**config.mk**
```make
export PLATFORM = sky130hd
export DESIGN_NAME = mult_share_arbiter
export DESIGN_NICKNAME = d
export VERILOG_FILES = /design/src/rtl/mult_share_arbiter.sv
export SDC_FILE = /design/constraint.sdc
export NUM_CORES = 1
export LEC_CHECK = 0
export CELL_PAD_IN_SITES_DETAIL_PLACEMENT = 0
export CELL_PAD_IN_SITES_GLOBAL_PLACEMENT = 1
export CORE_MARGIN = 2
export CORE_UTILIZATION = 38
export DETAILED_ROUTE_END_ITERATION = 10
export GPL_TIMING_DRIVEN = 0
export HOLD_SLACK_MARGIN = 0.1
export PLACE_DENSITY_LB_ADDON = 0.1
export RECOVER_POWER = 50
export SETUP_SLACK_MARGIN = 0.4
export SLEW_MARGIN = 20
export SYNTH_ARGS = -nofsm -noshare
export SYNTH_HDL_FRONTEND = slang
export SYNTH_SLANG_ARGS = --single-unit
```
**constraint.sdc**
```tcl
create_clock -name clk -period 4.76 [get_ports clk]
set_input_delay 0.476 -clock clk [delete_from_list [all_inputs] [get_ports clk]]
set_output_delay 0.476 -clock clk [all_outputs]
set_load 0.01 [all_outputs]
```
**src/rtl/mult_share_arbiter.sv**
```systemverilog
// Shared 2-stage unsigned multiplier serving NUM_REQ requesters through an arbiter.
// Define MULT_ARB_ROUND_ROBIN_EN for round-robin arbitration; the default is fixed priority.
module mult_share_arbiter #(
    parameter int unsigned DATA_WIDTH = 8,
    parameter int unsigned NUM_REQ    = 4,
    parameter int unsigned ID_W       = 2
) (
    input  logic                          clk,
    input  logic                          rst_n,
    input  logic [NUM_REQ-1:0]            req_valid,
    output logic [NUM_REQ-1:0]            req_ready,
    input  logic [NUM_REQ*DATA_WIDTH-1:0] req_a,
    input  logic [NUM_REQ*DATA_WIDTH-1:0] req_b,
    output logic                          rsp_valid,
    input  logic                          rsp_ready,
    output logic [ID_W-1:0]               rsp_id,
    output logic [2*DATA_WIDTH-1:0]       rsp_product,
    output logic                          busy,
    output logic [15:0]                   op_count
);

    logic                    s1_valid;
    logic [ID_W-1:0]         s1_id;
    logic [DATA_WIDTH-1:0]   s1_a;
    logic [DATA_WIDTH-1:0]   s1_b;
    logic                    s2_valid;
    logic [ID_W-1:0]         s2_id;
    logic [2*DATA_WIDTH-1:0] s2_prod;

    logic                    s1_adv;
    logic                    s2_adv;
    logic                    req_hs;
    logic                    grant_any;
    logic [ID_W-1:0]         grant_id;
    logic [NUM_REQ-1:0]      grant_vec;
    logic [ID_W-1:0]         cand;
    logic [DATA_WIDTH-1:0]   grant_a;
    logic [DATA_WIDTH-1:0]   grant_b;

`ifdef MULT_ARB_ROUND_ROBIN_EN
    logic [ID_W-1:0]         rr_ptr;
`endif

    assign s2_adv = !s2_valid || rsp_ready;
    assign s1_adv = !s1_valid || s2_adv;

    // Search order starts just after the last winner in round-robin mode, at index 0 otherwise.
    always_comb begin
        grant_any = 1'b0;
        grant_id  = '0;
        grant_vec = '0;
        cand      = '0;
        for (int unsigned k = 0; k < NUM_REQ; k++) begin
`ifdef MULT_ARB_ROUND_ROBIN_EN
            cand = ID_W'((32'(rr_ptr) + 32'd1 + k) % NUM_REQ);
`else
            cand = ID_W'(k);
`endif
            if (!grant_any && req_valid[cand]) begin
                grant_any       = 1'b1;
                grant_id        = cand;
                grant_vec[cand] = 1'b1;
            end
        end
    end

    always_comb begin
        grant_a = '0;
        grant_b = '0;
        for (int unsigned k = 0; k < NUM_REQ; k++) begin
            if (ID_W'(k) == grant_id) begin
                grant_a = req_a[k*DATA_WIDTH +: DATA_WIDTH];
                grant_b = req_b[k*DATA_WIDTH +: DATA_WIDTH];
            end
        end
    end

    // rst_n gates the grant so nothing is accepted while reset is held.
    assign req_ready = (rst_n && s1_adv && grant_any) ? grant_vec : '0;
    assign req_hs    = |req_ready;

    assign rsp_valid   = s2_valid;
    assign rsp_id      = s2_id;
    assign rsp_product = s2_prod;
    assign busy        = s1_valid || s2_valid;

    always_ff @(posedge clk or negedge rst_n) begin
        if (!rst_n) begin
            s1_valid <= 1'b0;
            s1_id    <= '0;
            s1_a     <= '0;
            s1_b     <= '0;
            s2_valid <= 1'b0;
            s2_id    <= '0;
            s2_prod  <= '0;
            op_count <= '0;
        end else begin
            if (s1_adv) begin
                s1_valid <= req_hs;
                if (req_hs) begin
                    s1_id <= grant_id;
                    s1_a  <= grant_a;
                    s1_b  <= grant_b;
                end
            end
            if (s2_adv) begin
                s2_valid <= s1_valid;
                if (s1_valid) begin
                    s2_id   <= s1_id;
                    s2_prod <= (2*DATA_WIDTH)'(s1_a) * (2*DATA_WIDTH)'(s1_b);
                end
            end
            if (s2_valid && rsp_ready) begin
                op_count <= op_count + 16'd1;
            end
        end
    end

`ifdef MULT_ARB_ROUND_ROBIN_EN
    always_ff @(posedge clk or negedge rst_n) begin
        if (!rst_n) begin
            rr_ptr <= ID_W'(NUM_REQ - 1);
        end else if (req_hs) begin
            rr_ptr <= grant_id;
        end
    end
`endif

endmodule

```
Word-level counts from Yosys, hierarchy flattened
Index checks and enable logic that the tools add are counted.
{"block": "totals", "in_bits": 71, "regBits": 54}
{"block": "classes", "n_addsub": 1, "n_eq_ne": 3, "mux": 19, "n_reduce_logical": 18, "n_mul": 1}
{"op": "$mux W8", "n": 8}
{"op": "$add A16 B1 Y16 const B", "n": 1}
{"op": "$mul A8 B8 Y16", "n": 1}
{"op": "$mux W1", "n": 8}
{"op": "$logic_and A1 B1 Y1", "n": 6}
{"op": "$logic_not A1 Y1", "n": 5}
{"op": "$eq A2 B2 Y1 const A", "n": 2}
{"op": "$mux W2", "n": 2}
{"op": "$mux W4", "n": 1}
{"op": "$reduce_and A2 Y1", "n": 2}
{"op": "$reduce_or A4 Y1", "n": 1}
{"op": "$logic_or A1 B1 Y1", "n": 3}
{"op": "$eq A1 B2 Y1 const A", "n": 1}
{"op": "$logic_not A2 Y1", "n": 1}

Longest topological paths before layout
{"block": "depth", "ltp_word": 15, "ltp_mapped": 15}

Worst setup path after synthesis
No wires, ideal clock.
{"block": "synth_path", "kind": "reg-to-reg", "from": "register s1_a[1]", "to": "register s2_prod[13] (netlist: rsp_product[13])", "n_path_buf": 0, "path_stages_with_launch": 14, "setup_ps": 120, "arrival_ps": 3936, "slack_ps": 703, "path_cell_list": "dfrtp_1 > and2_1 > fa_1 > fa_1 > fa_1 > inv_1 > fa_1 > inv_1 > ha_1 > o211ai_1 > a21oi_1 > o2111ai_1 > a21o_1 > a41o_1"}
{"block": "synth_between", "elab_chain_cells": 1}
{"element": "start, declared", "line": "24", "rtl": "logic [DATA_WIDTH-1:0] s1_a;"}
{"element": "start signal, assigned", "line": "102", "rtl": "s1_a <= grant_a;"}
{"element": "$mul A8 B8 Y16", "line": "110", "rtl": "s2_prod <= (2*DATA_WIDTH)'(s1_a) * (2*DATA_WIDTH)'(s1_b);"}
{"element": "end signal, assigned", "line": "110"}
{"element": "end, declared", "line": "28", "rtl": "logic [2*DATA_WIDTH-1:0] s2_prod;"}
Every way passes these cells.
A chain may end at the register's enable or synchronous reset.

Worst setup path after layout
Ends and elaborated chain as after synthesis.

==> impl_results.html <==
<table>
<tr><th>Metric</th><th>Value</th></tr>
<tr><th colspan="2">Run status</th></tr>
<tr><td>Outcome</td><td>finished clean</td></tr>
<tr><th colspan="2">Global route</th></tr>
<tr><td>Total congestion overflow</td><td>0</td></tr>
<tr><td>Antenna violations before repair</td><td>0</td></tr>
<tr><td>First-pass GRT wire length</td><td>roughly 20 mm</td></tr>
<tr><td>Vias in the first global route</td><td>between 4000 and 5000</td></tr>
<tr><td>Pin count of the biggest net entering global routing</td><td>56</td></tr>
<tr><td>Overall Global Routing Usage</td><td>0.1851</td></tr>
<tr><th colspan="2">Clock network</th></tr>
<tr><td>Clock tree from TritonCTS</td><td>yes</td></tr>
<tr><td>Total clock sinks</td><td>54</td></tr>
<tr><td>Clk slew on worst S/H paths</td><td>70 ps</td></tr>
<tr><td>CTS buffer count</td><td>5</td></tr>
<tr><td>Insertion delay of the later-clocked pin in the worst-skew pair</td><td>300 ps</td></tr>
<tr><td>Root Buffer Master</td><td>sky130_fd_sc_hd__clkbuf_16</td></tr>
<tr><td>Deepest clock path buffer count</td><td>2</td></tr>
<tr><td>Total number of H-tree levels</td><td>2</td></tr>
<tr><th colspan="2">Placed design</th></tr>
<tr><td>RD Place Congestion</td><td>0.8152</td></tr>
<tr><td>IO buf count</td><td>110</td></tr>
<tr><td>Post-DP HPWL</td><td>8.778 mm</td></tr>
<tr><th colspan="2">Layout</th></tr>
<tr><td># diodes</td><td>0</td></tr>
<tr><td>Nets@finish</td><td>768</td></tr>
<tr><td>Share of layout cells above drive strength 1</td><td>0.09280</td></tr>
<tr><td>Flip-flop and latch area</td><td>1368 um^2</td></tr>
<tr><td>Layout Utilization</td><td>0.5231</td></tr>
<tr><td>Footprint of the multi-input gates</td><td>3078 um^2</td></tr>
<tr><td>Number of fill cells</td><td>1119</td></tr>
<tr><td>Most frequent standard cell in the layout excluding fill and tap cells</td><td>sky130_fd_sc_hd__clkdlybuf4s50_1</td></tr>
<tr><td>Synthesis-to-finish area growth</td><td>34.65%</td></tr>
<tr><td>Highest-count cells in the layout ignoring fill and taps</td><td>96 x sky130_fd_sc_hd__clkdlybuf4s50_1, 51 x sky130_fd_sc_hd__and2_1, 49 x sky130_fd_sc_hd__inv_1</td></tr>
<tr><th colspan="2">Detailed routing</th></tr>
<tr><td>Violation count after the first detailed-routing iteration</td><td>~110</td></tr>
<tr><td>Routed wire length</td><td>between 10 and 15 mm</td></tr>
<tr><td>Number of detailed-routing iterations run before antenna repair</td><td>4</td></tr>
<tr><td>Vias per inst</td><td>~5</td></tr>
<tr><td>Vias after detailed routing</td><td>about 3800</td></tr>
<tr><td>Routed wire length per instance</td><td>roughly 14 um</td></tr>
<tr><td>Number of antenna-violating nets in the routed design</td><td>0</td></tr>
<tr><td>Drt drc</td><td>0</td></tr>
<tr><th colspan="2">STA</th></tr>
<tr><td>Worst-Margin Slew</td><td>just over 700 ps</td></tr>
<tr><td>Max Clock Skew</td><td>between 3 and 4 ps</td></tr>
<tr><td>Fmax achieved</td><td>239.2 MHz</td></tr>
<tr><td>Final number of max-transition violations</td><td>0</td></tr>
<tr><td>Final hold violation count</td><td>0</td></tr>
<tr><td>Share of the cycle needed by the critical path after routing</td><td>0.8781</td></tr>
<tr><td>Relative slew slack</td><td>0.5231</td></tr>
<tr><td>Final setup violating endpoints</td><td>0</td></tr>
<tr><td>Setup TNS after final layout</td><td>0 ps</td></tr>
<tr><td>Shortest clock period the worst path allows after layout</td><td>about 4200 ps</td></tr>
<tr><td>Setup repair after global routing missed its margin</td><td>true</td></tr>
<tr><th colspan="2">Job</th></tr>
<tr><td>Count of maximum capacitance violations</td><td>0</td></tr>
<tr><th colspan="2">Logic synthesis</th></tr>
<tr><td>Seq/Total Area, Yosys</td><td>0.2908</td></tr>
<tr><td>Synth Area per Inst</td><td>between 9 and 10 um^2</td></tr>
<tr><td>EDFF count, synth</td><td>0</td></tr>
<tr><td>Leading register cell type out of synthesis</td><td>sky130_fd_sc_hd__dfrtp_1</td></tr>
<tr><td>Number of warning messages in the yosys log</td><td>0</td></tr>
<tr><td>Post-synthesis cell area</td><td>approximately 4600 um^2</td></tr>
<tr><td>Instance count of the mapped netlist</td><td>497</td></tr>
<tr><td>Net count after synthesis</td><td>641</td></tr>
<tr><td>Number of distinct library cells after synthesis</td><td>39</td></tr>
<tr><td>Register bit total from synthesis</td><td>54</td></tr>
<tr><td>Async set or reset register ratio after synthesis</td><td>1.000</td></tr>
<tr><th colspan="2">Critical path</th></tr>
<tr><td>End of the worst register-to-register path</td><td>rsp_product[13]</td></tr>
<tr><td>Cell with the largest stage delay on the worst path</td><td>sky130_fd_sc_hd__fa_1</td></tr>
<tr><td>Worst path arrival time</td><td>~4400 ps</td></tr>
<tr><td>CP dominant cell by count</td><td>sky130_fd_sc_hd__fa_1</td></tr>
<tr><td>Critical Path, Cell by Cell</td><td>and2_1 &gt; fa_1 &gt; fa_1 &gt; fa_1 &gt; inv_1 &gt; fa_1 &gt; inv_1 &gt; ha_4 &gt; o211ai_1 &gt; a21oi_2 &gt; o2111ai_2 &gt; a21o_1 &gt; a41o_1</td></tr>
<tr><td>Data required, critical path</td><td>around 5000 ps</td></tr>
<tr><td>Reg2reg setup slack</td><td>approximately 580 ps</td></tr>
<tr><td>Stage delay of the slowest cell on the critical path</td><td>560 ps</td></tr>
<tr><td>Worst Path Max Fanout</td><td>8</td></tr>
<tr><td>Worst setup EP type</td><td>flop</td></tr>
<tr><td>Worst setup path category</td><td>reg2reg</td></tr>
<tr><td>Depth of the worst register-to-register path</td><td>13</td></tr>
<tr><td>Startpoint Class</td><td>flop</td></tr>
<tr><td>Startpoint of the worst register-to-register path</td><td>s1_a[1]</td></tr>
<tr><td>Delay-heaviest family, CP</td><td>adder cells</td></tr>
<tr><td>Buffers &amp; Inverters on Critical Path</td><td>2</td></tr>
<tr><th colspan="2">Floorplanning</th></tr>
<tr><td>Horiz. Die Dim</td><td>about 110 um</td></tr>
<tr><td>Placeable core region</td><td>between 10000 and 15000 um^2</td></tr>
<tr><td>I/O pin total</td><td>roughly 110</td></tr>
<tr><td>Initial Util</td><td>0.3885</td></tr>
<tr><td>Die Area</td><td>approximately 13000 um^2</td></tr>
<tr><td>Die Height</td><td>around 110 um</td></tr>
<tr><td>Rows</td><td>40</td></tr>
<tr><th colspan="2">Min path</th></tr>
<tr><td>Min-delay worst type</td><td>in2async</td></tr>
</table>
worst reg2reg max path: cells and delay by family (launching register included):
kind	cells	cell delay (ps)
AND/OR/NAND/NOR	1	190
buffers and inverters	2	120
flip-flops	1	460
AO/OA/AOI/OAI	5	920
adder cells (fa/ha/maj)	5	2370
cell type report:
| cell class | count | share of cell area |
|---|---|---|
| Timing Repair Buffer | 120 | 0.1884 |
| Multi-Input combinational cell | 378 | 0.4919 |
| Buffer | 16 | 0.01480 |
| Tap cell | 147 | 0.02939 |
| Sequential cell | 54 | 0.2186 |
| Clock buffer | 5 | 0.02000 |
| Inverter | 49 | 0.02939 |
| Clock inverter | 3 | 0.007598 |
metal layers:
| metal | routed length (um) | global-route usage |
|---|---|---|
| met1 | 5015 | 0.2421 |
| met3 | 338 | 0.03017 |
| met4 | 116 | 0.04390 |
| met2 | 5680 | 0.3211 |
| met5 | 0 | 0 |
what timing repair did:
item	4_1_cts	5_1_grt
cloned	0	0
resized for setup	2	18
hold buffers	0	0
buffers inserted	0	10
endpoints found under the setup margin	3	6
pin swaps	0	4
worst max-delay path by stage:
stage                     startpoint               to  slack, ps  cells after the start
after detailed placement     s1_a[1]  rsp_product[13]        340                     13
after global routing         s1_b[4]  rsp_product[13]        360                     13
after floorplan              s1_a[1]  rsp_product[13]        700                     13
final                        s1_a[1]  rsp_product[13]        580                     13
after global placement         rst_n     req_ready[1]       -450                      6
after CTS                    s1_a[1]  rsp_product[13]        430                     13
per-stage QoR:
stage               hold WS (ps)  setup slack (ps)  area, um^2  cells
floorplan                  180.4             703.2        4647    497
finish                     231.1             580.1        6257    772
global route               284.0             357.1        6257    772
detailed placement         462.3             340.4        5929    754
global placement           459.9            -454.2        5932    754
CTS                        260.0             425.1        6110    762
synthesized netlist by cell type, types with 2 or more instances:
master                      n  area share
sky130_fd_sc_hd__a211oi_1  17       0.027
sky130_fd_sc_hd__a21o_1     4      0.0065
sky130_fd_sc_hd__a21oi_1   44       0.047
sky130_fd_sc_hd__a31oi_1    2      0.0027
sky130_fd_sc_hd__and2_1    51       0.069
sky130_fd_sc_hd__and3_1     4      0.0054
sky130_fd_sc_hd__and4_1     2      0.0038
sky130_fd_sc_hd__buf_2      8      0.0086
sky130_fd_sc_hd__clkbuf_1   5      0.0040
sky130_fd_sc_hd__dfrtp_1   54        0.29
sky130_fd_sc_hd__fa_1      36        0.16
sky130_fd_sc_hd__ha_1      37        0.10
sky130_fd_sc_hd__inv_1     49       0.040
sky130_fd_sc_hd__mux2_2     7       0.017
sky130_fd_sc_hd__mux2i_1   17       0.037
sky130_fd_sc_hd__nand2_1   46       0.037
sky130_fd_sc_hd__nand2b_1   4      0.0054
sky130_fd_sc_hd__nand3_1    8      0.0086
sky130_fd_sc_hd__nand4_1    4      0.0054
sky130_fd_sc_hd__nor2_1    38       0.031
sky130_fd_sc_hd__nor2b_1    3      0.0040
sky130_fd_sc_hd__o211ai_1   3      0.0048
sky130_fd_sc_hd__o21ai_0   15       0.016
sky130_fd_sc_hd__xnor2_1   16       0.030
sky130_fd_sc_hd__xor2_1     9       0.017
state kept, by name (all words and copies together) (netlist names):
name	flops
s1_b	8
s1_valid	1
op_count	16
s1_id	2
rsp_valid	1
s1_a	8
rsp_id	2
rsp_product	16
logic make-up after synthesis:
group,share of synthesized area
flip-flops,0.2908
XOR/XNOR,0.04712
multiplexers,0.05358
buffers and inverters,0.05951
adder cells (fa/ha/maj),0.2547
AO/OA/AOI/OAI,0.1160
AND/OR/NAND/NOR,0.1782
Power is left out: the tool's default activity adds up to more than one toggle a clock period on the data nets, which glitch-free logic cannot reach.
